**config.mk**
```make
export PLATFORM = sky130hd
export DESIGN_NAME = hack_kbd_ctrl
export DESIGN_NICKNAME = d
export VERILOG_FILES = /design/src/rtl/hack_kbd_ctrl.sv
export SDC_FILE = /design/constraint.sdc
export NUM_CORES = 1
export LEC_CHECK = 0
export CORE_MARGIN = 4
export CORE_UTILIZATION = 35
export CTS_BUF_LIST = sky130_fd_sc_hd__clkbuf_16
export CTS_CLUSTER_DIAMETER = 50
export DETAILED_ROUTE_END_ITERATION = 16
export GPL_TIMING_DRIVEN = 0
export SETUP_SLACK_MARGIN = 0.15
export SLEW_MARGIN = 5
export SYNTH_ARGS = -nofsm -noshare
export SYNTH_HDL_FRONTEND = slang
export SYNTH_SLANG_ARGS = --single-unit
```
**constraint.sdc**
```tcl
create_clock -name clk -period 3 [get_ports clk]
set_input_delay 0.9 -clock clk [delete_from_list [all_inputs] [get_ports clk]]
set_output_delay 0.9 -clock clk [all_outputs]
set_load 0.01 [all_outputs]
```
**src/rtl/hack_kbd_ctrl.sv**
```systemverilog
// hack_kbd_ctrl: PS/2 (scan-code set 2) receiver feeding the Hack KBD register.
// Frames are deserialized on synchronized PS/2 clock falls. Make/break and E0
// prefixes are tracked, and mapped keys are translated to Hack character codes.
module hack_kbd_ctrl #(
    parameter int TIMEOUT_CYCLES = 50000
) (
    input  logic        clk,
    input  logic        reset,
    input  logic        ps2_clk,
    input  logic        ps2_data,
    output logic [15:0] out,
    output logic        key_valid,
    output logic        frame_err
);

    localparam int TW = ($clog2(TIMEOUT_CYCLES + 1) > 16) ? $clog2(TIMEOUT_CYCLES + 1) : 16;

    typedef enum logic [1:0] {S_IDLE, S_DATA, S_PARITY, S_STOP} state_t;

    // Synchronizers idle high (the PS/2 bus idle level), so leaving reset never fakes an edge.
    logic ps2_clk_s1_q, ps2_clk_s2_q, ps2_clk_prev_q;
    logic ps2_dat_s1_q, ps2_dat_s2_q;

    state_t         state_q, state_d;
    logic [2:0]     bit_cnt_q, bit_cnt_d;
    logic [7:0]     shreg_q, shreg_d;
    logic           par_q, par_d;
    logic [TW-1:0]  tmo_q, tmo_d;
    logic           ext_q, ext_d;
    logic           brk_q, brk_d;
    logic [15:0]    out_q, out_d;
    logic           key_valid_q, key_valid_d;
    logic           frame_err_q, frame_err_d;

    logic           fall;
    logic [15:0]    code;

    assign out       = out_q;
    assign key_valid = key_valid_q;
    assign frame_err = frame_err_q;

    // Set 2 scan code to Hack code; 0 means the key is not mapped.
    function automatic logic [15:0] xlate(input logic [7:0] sc, input logic e);
        logic [15:0] r;
        r = 16'd0;
        if (e) begin
            case (sc)
                8'h6B:   r = 16'd130;
                8'h75:   r = 16'd131;
                8'h74:   r = 16'd132;
                8'h72:   r = 16'd133;
                default: r = 16'd0;
            endcase
        end else begin
            case (sc)
                8'h1C: r = 16'd65;  8'h32: r = 16'd66;  8'h21: r = 16'd67;  8'h23: r = 16'd68;
                8'h24: r = 16'd69;  8'h2B: r = 16'd70;  8'h34: r = 16'd71;  8'h33: r = 16'd72;
                8'h43: r = 16'd73;  8'h3B: r = 16'd74;  8'h42: r = 16'd75;  8'h4B: r = 16'd76;
                8'h3A: r = 16'd77;  8'h31: r = 16'd78;  8'h44: r = 16'd79;  8'h4D: r = 16'd80;
                8'h15: r = 16'd81;  8'h2D: r = 16'd82;  8'h1B: r = 16'd83;  8'h2C: r = 16'd84;
                8'h3C: r = 16'd85;  8'h2A: r = 16'd86;  8'h1D: r = 16'd87;  8'h22: r = 16'd88;
                8'h35: r = 16'd89;  8'h1A: r = 16'd90;
                8'h45: r = 16'd48;  8'h16: r = 16'd49;  8'h1E: r = 16'd50;  8'h26: r = 16'd51;
                8'h25: r = 16'd52;  8'h2E: r = 16'd53;  8'h36: r = 16'd54;  8'h3D: r = 16'd55;
                8'h3E: r = 16'd56;  8'h46: r = 16'd57;
                8'h29: r = 16'd32;  8'h5A: r = 16'd128; 8'h66: r = 16'd129; 8'h76: r = 16'd140;
                default: r = 16'd0;
            endcase
        end
        return r;
    endfunction

    // 2-FF synchronizers plus a delayed copy of ps2_clk for fall detection.
    always_ff @(posedge clk or posedge reset) begin
        if (reset) begin
            ps2_clk_s1_q   <= 1'b1;
            ps2_clk_s2_q   <= 1'b1;
            ps2_clk_prev_q <= 1'b1;
            ps2_dat_s1_q   <= 1'b1;
            ps2_dat_s2_q   <= 1'b1;
        end else begin
            ps2_clk_s1_q   <= ps2_clk;
            ps2_clk_s2_q   <= ps2_clk_s1_q;
            ps2_clk_prev_q <= ps2_clk_s2_q;
            ps2_dat_s1_q   <= ps2_data;
            ps2_dat_s2_q   <= ps2_dat_s1_q;
        end
    end

    assign fall = ps2_clk_prev_q & ~ps2_clk_s2_q;
    assign code = xlate(shreg_q, ext_q);

    // Frame FSM, timeout, prefix tracking and key translation.
    always_comb begin
        state_d     = state_q;
        bit_cnt_d   = bit_cnt_q;
        shreg_d     = shreg_q;
        par_d       = par_q;
        tmo_d       = tmo_q;
        ext_d       = ext_q;
        brk_d       = brk_q;
        out_d       = out_q;
        key_valid_d = 1'b0;
        frame_err_d = 1'b0;

        case (state_q)
            S_IDLE: begin
                if (fall && !ps2_dat_s2_q) begin
                    state_d   = S_DATA;
                    bit_cnt_d = 3'd0;
                end
            end
            S_DATA: begin
                if (fall) begin
                    shreg_d   = {ps2_dat_s2_q, shreg_q[7:1]};
                    bit_cnt_d = bit_cnt_q + 3'd1;
                    if (bit_cnt_q == 3'd7) state_d = S_PARITY;
                end
            end
            S_PARITY: begin
                if (fall) begin
                    par_d   = ps2_dat_s2_q;
                    state_d = S_STOP;
                end
            end
            S_STOP: begin
                if (fall) begin
                    state_d = S_IDLE;
                    if (ps2_dat_s2_q && (^{shreg_q, par_q})) begin
                        if (shreg_q == 8'hE0) begin
                            ext_d = 1'b1;
                        end else if (shreg_q == 8'hF0) begin
                            brk_d = 1'b1;
                        end else begin
                            ext_d = 1'b0;
                            brk_d = 1'b0;
                            if (code != 16'd0) begin
                                if (!brk_q) begin
                                    out_d       = code;
                                    key_valid_d = 1'b1;
                                end else if (code == out_q) begin
                                    out_d       = 16'd0;
                                    key_valid_d = 1'b1;
                                end
                            end
                        end
                    end else begin
                        frame_err_d = 1'b1;
                        ext_d       = 1'b0;
                        brk_d       = 1'b0;
                    end
                end
            end
            default: state_d = S_IDLE;
        endcase

        // Mid-frame watchdog; a falling edge in the same cycle keeps the frame alive.
        if (state_q == S_IDLE) begin
            tmo_d = '0;
        end else if (fall) begin
            tmo_d = '0;
        end else if (tmo_q == TW'(TIMEOUT_CYCLES - 1)) begin
            tmo_d       = '0;
            state_d     = S_IDLE;
            frame_err_d = 1'b1;
            ext_d       = 1'b0;
            brk_d       = 1'b0;
        end else begin
            tmo_d = tmo_q + TW'(1);
        end
    end

    // State and registered outputs.
    always_ff @(posedge clk or posedge reset) begin
        if (reset) begin
            state_q     <= S_IDLE;
            bit_cnt_q   <= 3'd0;
            shreg_q     <= 8'd0;
            par_q       <= 1'b0;
            tmo_q       <= '0;
            ext_q       <= 1'b0;
            brk_q       <= 1'b0;
            out_q       <= 16'd0;
            key_valid_q <= 1'b0;
            frame_err_q <= 1'b0;
        end else begin
            state_q     <= state_d;
            bit_cnt_q   <= bit_cnt_d;
            shreg_q     <= shreg_d;
            par_q       <= par_d;
            tmo_q       <= tmo_d;
            ext_q       <= ext_d;
            brk_q       <= brk_d;
            out_q       <= out_d;
            key_valid_q <= key_valid_d;
            frame_err_q <= frame_err_d;
        end
    end

endmodule

```
## Word-level counts from Yosys, hierarchy flattened

Memory sizes are Yosys's and may differ from the RTL's.
Cells that the tools add are included.
Widths: inputs -> output; s select.

- Add/sub/neg operators: 2
- Multiply operators: 0
- Div/mod/pow operators: 0
- $lt $le $gt $ge: 0
- Equal/unequal tests: 15
- Shift-type cells: 0
- Multiplexer cells: 50
- Bitwise logic cells: 4
- Reduce and logical (&&, ||, !) cells: 11

Operators by type and width:

| cell | count |
|---|---|
| $mux 16 | 7 |
| $eq 8x7->1 const B | 4 |
| $pmux 8 s4 | 1 |
| $mux 1 | 30 |
| $add 16x1->16 const B | 1 |
| $eq 16x16->1 | 1 |
| $eq 16x16->1 const B | 1 |
| $eq 8x8->1 const B | 2 |
| $mux 2 | 8 |
| $reduce_bool 16->1 | 1 |
| $reduce_xor 9->1 | 1 |
| $pmux 2 s4 | 1 |
| $reduce_and 7->1 | 1 |
| $mux 3 | 2 |
| $pmux 3 s2 | 1 |
| $eq 2x2->1 const B | 2 |
| $ne 2x2->1 const B | 2 |
| $reduce_and 2->1 | 2 |
| $add 3x1->3 const B | 1 |
| $eq 3x3->1 const B | 1 |
| $not 1->1 | 3 |
| $reduce_and 3->1 | 1 |
| $eq 2x1->1 const B | 1 |
| $logic_and 1x1->1 | 2 |
| 5 further kinds | 5 |

- Flip-flop bits (word level): 55
- Latch bits: 0
- RAM bits: 0
- Bits in read-only memories: 1024
- Bits of input ports: 4
- Output and inout port bits: 18
- Memories kept: 1

Memory list:

| name | words | width | rd ports | clocked after Yosys merged registers in | wr ports | line | source |
|---|---|---|---|---|---|---|---|
| (no name shown) | 128 | 8 | 1 | 0 | 0 | 55 | `case (sc)` |

## Logic depth before layout (Yosys ltp)

Gate-level depths: netlist of the first run.

- Word-level depth: 12
- Gate-level depth with buffers: 12
- Mapped depth without buffers: 10

## Worst setup path after synthesis of the first run

Ideal clock, no wire load.

- Path type: flip-flop to flip-flop
- From: register shreg_q[0]
- To: register out_q[0], in the netlist out[0]
- Arrival time: 2.911 ns
- Required time: 2.867 ns
- Setup slack: -0.044 ns
- Cell stages (with the launch flop): 13
- Buffers on the path: 2
- Cells stage by stage: dfrtp_1 -> clkbuf_1 -> inv_1 -> ha_1 -> clkbuf_1 -> mux2i_1 -> a2111oi_0 -> a311oi_2 -> xnor2_1 -> a2111oi_2 -> o2111ai_2 -> o211ai_1 -> o211ai_2

- Longest elaborated chain between the ends: 6
- Elaborated cells between the ends (all ways): 19
- Classes of those cells: 8 x eq/ne; 4 x mux; 2 x bitwise; 4 x reduce/logical; 1 x memory

RTL lines:

| element | line | source |
|---|---|---|
| start, declared | 26 | `logic [7:0] shreg_q, shreg_d;` |
| start signal, assigned | 189 | `shreg_q <= shreg_d;` |
| $mem_v2 128x8 or $eq 8x7->1 (tied branches) | - |  |
| $mux 16 or $pmux 8 s4 (tied branches) | 55, 47 |  |
| $mux 16 | 46 | `if (e) begin` |
| $eq 16x16->1 | 141 | `end else if (code == out_q) begin` |
| $ne 2x1->1 (no line) | - |  |
| $reduce_and 7->1 (no line) | - |  |
| end signal, assigned | 194 | `out_q <= out_d;` |
| end, declared | 31 | `logic [15:0] out_q, out_d;` |

Parallel ways exist; a longest one is shown, timed or not.
A chain may end at the register's enable or synchronous reset.

## Worst setup path in the final report of the first run

- From: register shreg_q[0]
- To: register out_q[6], in the netlist out[6]

The elaborated chain is that of the path after synthesis.

==> impl_results.md, run 1 <==
* Core area at 9420 µm²
* Final HPWL DP at 6550 µm
* All-Layer GR Usage at 0.160
* DRC Markers at 0
* CTS tree: built
* CTS max path bufs at 2
* Outcome: completed
* Hold path startpoint: ps2_dat_s1_q
* Post-synthesis sequential area ratio at 0.344
* Setup_tns at 0 ns
* Worst hold margin at 0.358 ns
* DR vias/cell at 5.55
* Max VDD drop at 0.315 mV
* ANT cells at 0
* Post-synth EDFFs at 0
* Worst-Margin Slew at 0.952 ns
* Pwr dens at 712 nW/µm²
* Vias in the first global route at 2992
* Drt first pass iters at 5
* I/O Buffers at 13
* Share of cells above drive strength 1 at 0.214
* Initial antenna violation count at 0
* Xor/xnor cell area share of the yosys netlist at 0.0637
* Top-area cell type share of the netlist area at 0.306
* Hold EP: ps2_dat_s2_q
* Die area at 11500 µm²
* Final Wtd Congestion at 0.951
* Leakage at 1.65 nW
* H-tree levels at 2
* Number of fill cells at 910
* Worst-case reg-to-reg path depth at 13
* Global-route wire length before repair at 14900 µm
* Post-DR wirelength/cell at 16.5 µm
* Total number of vias at 3132
* Asr flop ratio synth at 1.00
* Hold buffer count at CTS at 0
* RSZ-0062 raised after global routing: yes
* Post-route core utilization at 0.448
* Top FF cell, synth: dfrtp_1
* Rows at 35
* Post-Syn Instances at 391
* Worst Path Max Fanout at 8
* Skew-Pair Late Insertion Delay at 0.29 ns
* Area contributors post-synth: dfrtp_1 (31%), nor2_1 (4.4%), xnor2_1 (4.3%)
* Clk pin slew, worst setup/hold paths at 0.07 ns
* Final Cycle Share at 0.978
* Remaining Overflow, GRT at 0
* Clk root buf: clkbuf_16
* Highest clock rate at 0.341 GHz
* WP data arrival at 3.10 ns
* DR iter-0 viols at 223
* Clock skew at 0.00688 ns
* CP Launch Type: flop
* Crit Path Category: flop to flop
* Setup violators final at 0
* Clock tree sinks at 47
* RR Endpoint: out[6]
* Max-Slew Margin vs Limit at 0.360
* Top Ports at 22
* Reg2reg start: shreg_q[0]
* Post-layout nets at 448
* #FFs+latches synth at 47
* Synthesis-to-layout area growth at 22.7%
* Max-Cap Viols at 0
* Area of the multi-input gates at 2100 µm²
* Final Max Slew Viols at 0
* Synth Warn # at 0
* DRT antenna net count at 0
* Reg-to-reg slack, setup at 0.07 ns
* Synth Area per Inst at 8.79 µm²
* Pin count of the biggest net entering global routing at 36
* Die Width at 107 µm
* Hold Vio Cnt, Final at 0
* Leading area contributor after synthesis: dfrtp_1
* Hold depth at 0
* Minimum clock period after layout at 2.93 ns
* Largest family of logic cells by synthesized area: simple AND/OR/NAND/NOR gates
* CTS Buf Count at 5
* Post-Synth Adder-Cell Area at 0.0364
* Starting Density at 0.365
* Most common cell in the synthesized netlist: dfrtp_1
* Mapped Area at 3440 µm²
* Die H at 107 µm
* CP required at 3.17 ns
* WL final at 9290 µm
* Compound-gate portion of the synthesized area at 0.205
* Reg area at 1180 µm²
* Mux contribution to synthesized area at 0.0310
* Worst setup EP type: flop
* Most frequent cells after synthesis: dfrtp_1 (42), nor2_1 (40), nand2_1 (33)
* Simple-Gate Fraction of Synth Area at 0.227
* Hold Path Class: flop to flop
* Unique masters post-synth at 71
==> worst max path at each step <==
stage / from / end / slack (ns) / cells past startpoint
2_1_floorplan: shreg_q[0] / out[0] / 0.17 / 12
6_report: shreg_q[0] / out[6] / 0.07 / 13
5_1_grt: shreg_q[1] / key_valid / -0.06 / 13
4_1_cts: shreg_q[0] / out[5] / 0.15 / 13
3_5_place_dp: shreg_q[0] / out[5] / -0.28 / 12
3_3_place_gp: shreg_q[0] / out[5] / -0.28 / 12
==> per-layer routing <==
| layer | part of all wire | global-route usage | up-vias |
|---|---|---|---|
| li1 | - | - | 1479 |
| met1 | 0.44 | 0.216 | 1488 |
| met2 | 0.46 | 0.254 | 142 |
| met3 | 0.073 | 0.0307 | 23 |
| met4 | 0.023 | 0.0584 | 0 |
| met5 | 0 | 0 | - |
==> metrics by stage <==
stage | cell area [µm²] | instances | setup WS [ns] | total power, mW
after floorplan | 3470 | 398 | 0.174 | 1.88
after global placement | 3760 | 540 | -0.275 | 2.22
after detailed placement | 3780 | 541 | -0.283 | 2.23
after CTS | 4060 | 557 | 0.155 | 2.90
after global routing | 4220 | 564 | -0.0572 | 3.16
final | 4220 | 564 | 0.0670 | 3.00
==> where the power goes <==
| group | switching [mW] | leakage, nW | internal [mW] |
|---|---|---|---|
| clock network | 0.266 | 0.0723 | 0.318 |
| registers | 0.0431 | 0.629 | 0.698 |
| logic | 1.00 | 0.945 | 0.673 |
| total | 1.31 | 1.65 | 1.69 |
==> kinds of logic after synthesis <==
kind of cell	Yosys count
compound gates	97
mux	10
flops	47
other cells	1
fa+ha+maj	10
simple gates	150
xor+xnor	25
buf+inv	51
==> area by class of cell <==
cell class / instances / area share
Buffer: 32 / 0.0644
Multi-Input combinational cell: 300 / 0.498
Tap cell: 129 / 0.0383
Inverter: 19 / 0.0208
Sequential cell: 47 / 0.280
Timing Repair Buffer: 29 / 0.0623
Clock inverter: 3 / 0.00653
Clock buffer: 5 / 0.0297
==> sequential cells by signal, summed over array words and instances (netlist names) <==
| register | flops |
|---|---|
| ps2_clk_s1_q | 1 |
| frame_err | 1 |
| tmo_q | 16 |
| ext_q | 1 |
| ps2_dat_s2_q | 1 |
| bit_cnt_q | 3 |
| shreg_q | 8 |
| ps2_clk_prev_q | 1 |
| par_q | 1 |
| ps2_dat_s1_q | 1 |
| ps2_clk_s2_q | 1 |
| key_valid | 1 |
| brk_q | 1 |
| out | 8 |
| state_q | 2 |
==> critical path, stage by stage (launching register included) <==
cell	delay, ns
dfrtp_1	0.35
clkbuf_8	0.15
inv_8	0.04
ha_4	0.25
buf_8	0.12
mux2i_2	0.07
a2111oi_2	0.42
a311oi_2	0.09
buf_4	0.18
xnor2_4	0.13
a2111oi_4	0.33
o2111ai_2	0.25
o21ai_2	0.30
o21ai_0	0.12
==> cell usage in the layout, fill, tap and decap left out, drive strengths merged, types with 5 or more instances in the layout <==
cell / count
buf: 43
dfrtp: 42
nor2: 40
nand2: 33
o21ai: 23
a21oi: 20
inv: 20
xnor2: 17
nand2b: 13
clkdlybuf4s50: 13
o211ai: 13
nand3: 12
ha: 10
clkbuf: 10
nor2b: 9
xor2: 8
nand4: 8
conb: 8
nor3: 6
mux2: 5
dfstp: 5
mux2i: 5
a2111oi: 5
==> timing repair <==
| action | CTS | global route |
|---|---|---|
| pin swaps | 12 | 7 |
| endpoints found under the setup margin | 9 | 9 |
| setup buffers | 8 | 7 |
| gates resized for setup | 22 | 21 |
No activity file was read; power rests on OpenSTA's default activity.
==> run 2: changes to the inputs <==
Settings changed: GPL_TIMING_DRIVEN 0 to default, SLEW_MARGIN 5 to 20.
==> impl_results.md, run 2 (synthesized netlist as in run 1, its figures left out) <==
* Outcome: completed
* Share of cells above drive strength 1 at 0.213 (-0.00118)
* DR vias/cell at 5.36 (-3.5%)
* Remaining Overflow, GRT at 0 (unchanged)
* Tot Pwr at 2.89 mW (-3.7%)
* Die area at 11500 µm² (unchanged)
* DRC Markers at 0 (unchanged)
* Highest clock rate at 0.360 GHz (+5.6%)
* Minimum clock period after layout at 2.78 ns (-0.157 ns)
* WL final at 8480 µm (-8.7%)
* CTS max path bufs at 2 (unchanged)
* Vias in the first global route at 2844 (-4.9%)
* Reg area at 1190 µm² (+0.53%)
* Worst hold margin at 0.357 ns (-0.00182 ns)
* Drt first pass iters at 5 (unchanged)
* Final Max Slew Viols at 0 (unchanged)
* Top Ports at 22 (unchanged)
* Rows at 35 (unchanged)
* Clock tree sinks at 47 (unchanged)
* Final HPWL DP at 6230 µm (-4.8%)
* Initial antenna violation count at 0 (unchanged)
* CTS Buf Count at 5 (unchanged)
* I/O Buffers at 13 (unchanged)
* DR iter-0 viols at 183 (-18%)
* Pwr dens at 700 nW/µm² (-1.8%)
* Number of fill cells at 916 (+0.66%)
* Max-Slew Margin vs Limit at 0.565 (+0.204)
* Post-layout nets at 441 (-1.6%)
* Max-Cap Viols at 0 (unchanged)
* Leakage at 1.59 nW (-3.6%)
* Setup_tns at 0 ns (unchanged)
* Clock skew at 0.00485 ns (-0.00204 ns)
* Max VDD drop at 0.281 mV (-11%)
* Global-route wire length before repair at 14200 µm (-4.8%)
* Starting Density at 0.365 (unchanged)
* CP required at 3.17 ns (about the same)
* Synthesis-to-layout area growth at 20.3%
* Final Cycle Share at 0.925 (-0.0522)
* Max reg flops at 16 (unchanged)
* Worst setup EP type: flop
* RSZ-0062 raised after global routing: yes
* Hold Vio Cnt, Final at 0 (unchanged)
* Hold Path Class: flop to flop
* Die H at 107 µm (unchanged)
* Worst Path Max Fanout at 5 (-3)
* Clk root buf: clkbuf_16
* Area of the multi-input gates at 2110 µm² (+0.36%)
* Largest reg by FF count: tmo_q
* Skew-Pair Late Insertion Delay at 0.29 ns (about the same)
* Final Wtd Congestion at 0.913 (-4.0%)
* Crit Path Category: flop to flop
* H-tree levels at 2 (unchanged)
* Die Width at 107 µm (unchanged)
* Post-DR wirelength/cell at 15.2 µm (-7.6%)
* Pin count of the biggest net entering global routing at 48 (+33%)
* Commonest non-fill, non-tap cell in the layout: nor2_1
* Setup violators final at 0 (unchanged)
* Commonest non-fill, non-tap cells in the layout: nor2_1 (40), buf_4 (39), dfrtp_1 (37)
* Worst-Margin Slew at 0.643 ns (-0.309 ns)
* All-Layer GR Usage at 0.151 (-0.00863)
* CP Launch Type: flop
* Core area at 9420 µm² (unchanged)
* CTS tree: built
* WP data arrival at 2.94 ns (-0.16 ns)
* Post-route core utilization at 0.439 (-0.00877)
* Clk pin slew, worst setup/hold paths at 0.06 ns (about the same)
* DRT antenna net count at 0 (unchanged)
* ANT cells at 0 (unchanged)
* Total number of vias at 2986 (-4.7%)
-- run 2: metrics by stage --
stage	setup WS [ns]	instance area, µm²	std cells
floorplan	0.174	3470	398
global placement	0.107	3740	539
detailed placement	0.0868	3760	541
CTS	0.158	3920	549
global route	0.0565	4130	557
finish	0.224	4130	557
-- run 2: routing by layer --
layer | global-route usage | up-vias | routed length [µm]
met5 | 0 | - | 0
met4 | 0.0393 | 0 | 146
met3 | 0.0337 | 15 | 406
met2 | 0.243 | 76 | 4030
met1 | 0.205 | 1434 | 3900
li1 | - | 1461 | -
-- run 2: area by class of cell --
class / instances / share of cell area
flip-flops and latches: 47 / 0.288
multi-input cells: 300 / 0.509
well taps: 129 / 0.0390
clock inverters: 3 / 0.00545
clock buffers: 5 / 0.0303
inverters: 19 / 0.0185
repair buffers: 54 / 0.110
-- run 2: final timing paths --
kind | start | end | slack, ns | cells past startpoint
max reg2reg | shreg_q[0] | out[0] | 0.22 | 11
min reg2reg | ps2_dat_s1_q | ps2_dat_s2_q | 0.36 | 0
max | shreg_q[0] | out[0] | 0.22 | 11
max in group asynchronous | reset | shreg_q[0] | 1.49 | 3
min | ps2_dat_s1_q | ps2_dat_s2_q | 0.36 | 0
min in group asynchronous | reset | bit_cnt_q[0] | 1.08 | 3
-- run 2: where the power goes --
part | switching [mW] | internal, mW | total [mW]
Clock | 0.246 | 0.312 | 0.558
Combinational | 0.881 | 0.654 | 1.54
Sequential | 0.0967 | 0.702 | 0.799
-- run 2: timing repair --
item	4_1_cts	5_1_grt
cloned	0	0
endpoints found under the setup margin	9	9
buffers inserted	0	8
gates resized for setup	7	31
hold buffers	0	0
pin swaps	3	17
-- run 2: critical path, stage by stage, from the launching register on --
cell	delay (ns)
dfrtp_2	0.45
inv_4	0.10
ha_4	0.14
a21bo_4	0.23
a2111oi_4	0.33
buf_4	0.17
a311oi_4	0.05
xnor2_1	0.16
a2111oi_2	0.37
o2111ai_2	0.26
o211ai_1	0.28
o211ai_2	0.11
==> run 3: changes to the inputs <==
Settings changed: CORE_MARGIN 4 to 2, DONT_BUFFER_PORTS from default to 1.
Clock period 3 ns to 2.3 ns, I/O delays scaled along.
==> impl_results.md, run 3 (synthesized netlist as in run 1, its figures left out) <==
* Die H at 103 µm (-3.7%)
* I/O Buffers at 0 (-13)
* Pin count of the biggest net entering global routing at 32 (-33%)
* Setup ws final at -0.471 ns (-0.695 ns)
* Synthesis-to-layout area growth at 30.0%
* Initial antenna violation count at 0 (unchanged)
* Max incr delay on CP at 0.51 ns (+0.06 ns)
* Failing checks: setup timing
* Core area at 9640 µm² (+2.4%)
* Starting Density at 0.356 (-0.00848)
* Max reg flops at 16 (unchanged)
* Worst setup EP type: flop
* Final Wtd Congestion at 0.928 (+1.6%)
* CTS tree: built
* WL final at 9050 µm (+6.7%)
* Commonest non-fill, non-tap cells in the layout: buf_4 (74), dfrtp_1 (40), nor2_1 (38)
* Clock skew at 0.00810 ns (+0.00325 ns)
* Highest clock rate at 0.361 GHz (+0.19%)
* WP data arrival at 2.94 ns (about the same)
* Die Width at 103 µm (-3.7%)
* Remaining Overflow, GRT at 0 (unchanged)
* Die area at 10600 µm² (-7.3%)
* CTS Buf Count at 5 (unchanged)
* RSZ-0062 raised after global routing: yes
* Max-Slew Margin vs Limit at 0.659 (+0.0948)
* Pre-CTS WS at -0.447 ns (-0.534 ns)
* DRC Markers at 0 (unchanged)
* DRT antenna net count at 0 (unchanged)
* DR iter-0 viols at 162 (-11%)
* Drt first pass iters at 5 (unchanged)
* DR vias/cell at 5.26 (-2.0%)
* Share of cells above drive strength 1 at 0.321 (+0.108)
* Clk root buf: clkbuf_16
* Post-layout nets at 471 (+6.8%)
* Final HPWL DP at 6530 µm (+4.9%)
* Minimum clock period after layout at 2.77 ns (-0.00529 ns)
* Leakage at 1.78 nW (+12%)
* All-Layer GR Usage at 0.176 (+0.0249)
* Rows at 36 (+2.9%)
* Worst path cell trace: buf_6 -> ha_4 -> nor2b_4 -> or4_1 -> nand4_1 -> a21o_1 -> or4b_4 -> o21ai_4 -> or2_4 -> o211ai_1
* Post-DR wirelength/cell at 15.3 µm (+0.61%)
* Top Ports at 22 (unchanged)
* Crit Path Category: flop to flop
* Max-Cap Viols at 0 (unchanged)
* Vias in the first global route at 2913 (+2.4%)
* Setup_tns at -4.00 ns (-4.00 ns)
* Total number of vias at 3106 (+4.0%)
* Hold buffer count at CTS at 0 (unchanged)
* Clock tree sinks at 47 (unchanged)
* H-tree levels at 2 (unchanged)
* Worst Path Max Fanout at 5 (unchanged)
* Setup violators final at 9 (+9)
* Final Max Slew Viols at 0 (unchanged)
* Worst-Margin Slew at 0.510 ns (-0.133 ns)
* Final Cycle Share at 1.20 (+0.279)
* CP required at 2.46 ns (-0.71 ns)
* Clk pin slew, worst setup/hold paths at 0.07 ns (about the same)
* Outcome: complete, but fails checks
* ANT cells at 0 (unchanged)
* Global-route wire length before repair at 14800 µm (+4.1%)
* Reg2reg start: shreg_q[0]
* Hold Vio Cnt, Final at 0 (unchanged)
* Hold Path Class: primary input to asynchronous set/reset pin
* CP max stage cell: or4_1
* CP Launch Type: flop
* Crit path from: shreg_q[0]
* Largest reg by FF count: tmo_q
* Max VDD drop at 0.406 mV (+45%)
* Pwr dens at 970 nW/µm² (+39%)
* Commonest non-fill, non-tap cell in the layout: buf_4
* Skew-Pair Late Insertion Delay at 0.29 ns (about the same)
* CTS max path bufs at 2 (unchanged)
[run 3: changes by cell type in the layout (fill, tap and decap cells not counted), moves of 3 or more]
cell / previous run / this run
buf_4: 39 / 74
clkdlybuf4s50_1: 13 / 0
buf_6: 1 / 8
dfrtp_1: 37 / 40
dfrtp_2: 5 / 2
[run 3: final timing paths]
kind	end	cells after the start	slack [ns]
setup reg to reg	out[1]	10	-0.47
setup / recovery	out[1]	10	-0.47
min in group clk	ps2_clk_s2_q	0	0.36
hold / removal	tmo_q[12]	1	0.31
max in group asynchronous	ps2_clk_s2_q	2	1.33
hold reg to reg	ps2_clk_s2_q	0	0.36
[run 3: worst max-delay path: cells and delay by family (launching register included)]
family | cells | cell delay (ns)
AND/OR/NAND/NOR | 5 | 1.44
adder cells (fa/ha/maj) | 1 | 0.16
buffers and inverters | 1 | 0.13
flip-flops | 1 | 0.45
AO/OA/AOI/OAI | 3 | 0.45
[run 3: area by class of cell]
type,instances,area (µm²)
Clock inverter,3,27.5
Clock buffer,5,125
Tap cell,133,166
Timing Repair Buffer,84,686
Inverter,19,73.8
Sequential cell,47,1180
Fill cell,925,5170
Multi-Input combinational cell,300,2200
[run 3: metrics by stage]
step	hold WS (ns)	utilization	cell area (µm²)	cells	total power, mW
after global routing	0.343	0.463	4470	591	4.61
after global placement	0.345	0.415	4010	572	3.26
after detailed placement	0.347	0.415	4010	572	3.27
after CTS	0.322	0.446	4300	585	4.21
final	0.305	0.463	4470	591	4.33
after floorplan	0.345	-	3540	398	2.51
[run 3: power by group]
group          switching (mW)  internal (mW)
registers              0.0932          0.912
logic                    1.35           1.22
clock network           0.347          0.415
[run 3: routing by layer]
layer	share of wire	wire, µm	vias to the layer above	global-route usage
met5	0	0	-	0
met4	0.021	187	0	0.0567
met3	0.043	392	18	0.0231
met2	0.47	4260	88	0.276
met1	0.47	4210	1477	0.252
li1	-	-	1523	-
[run 3: repair_timing]
| action | 4_1_cts | 5_1_grt |
|---|---|---|
| resized for setup | 17 | 30 |
| endpoints found under the setup margin | 12 | 12 |
| setup buffers | 5 | 6 |
| pin swaps | 16 | 35 |
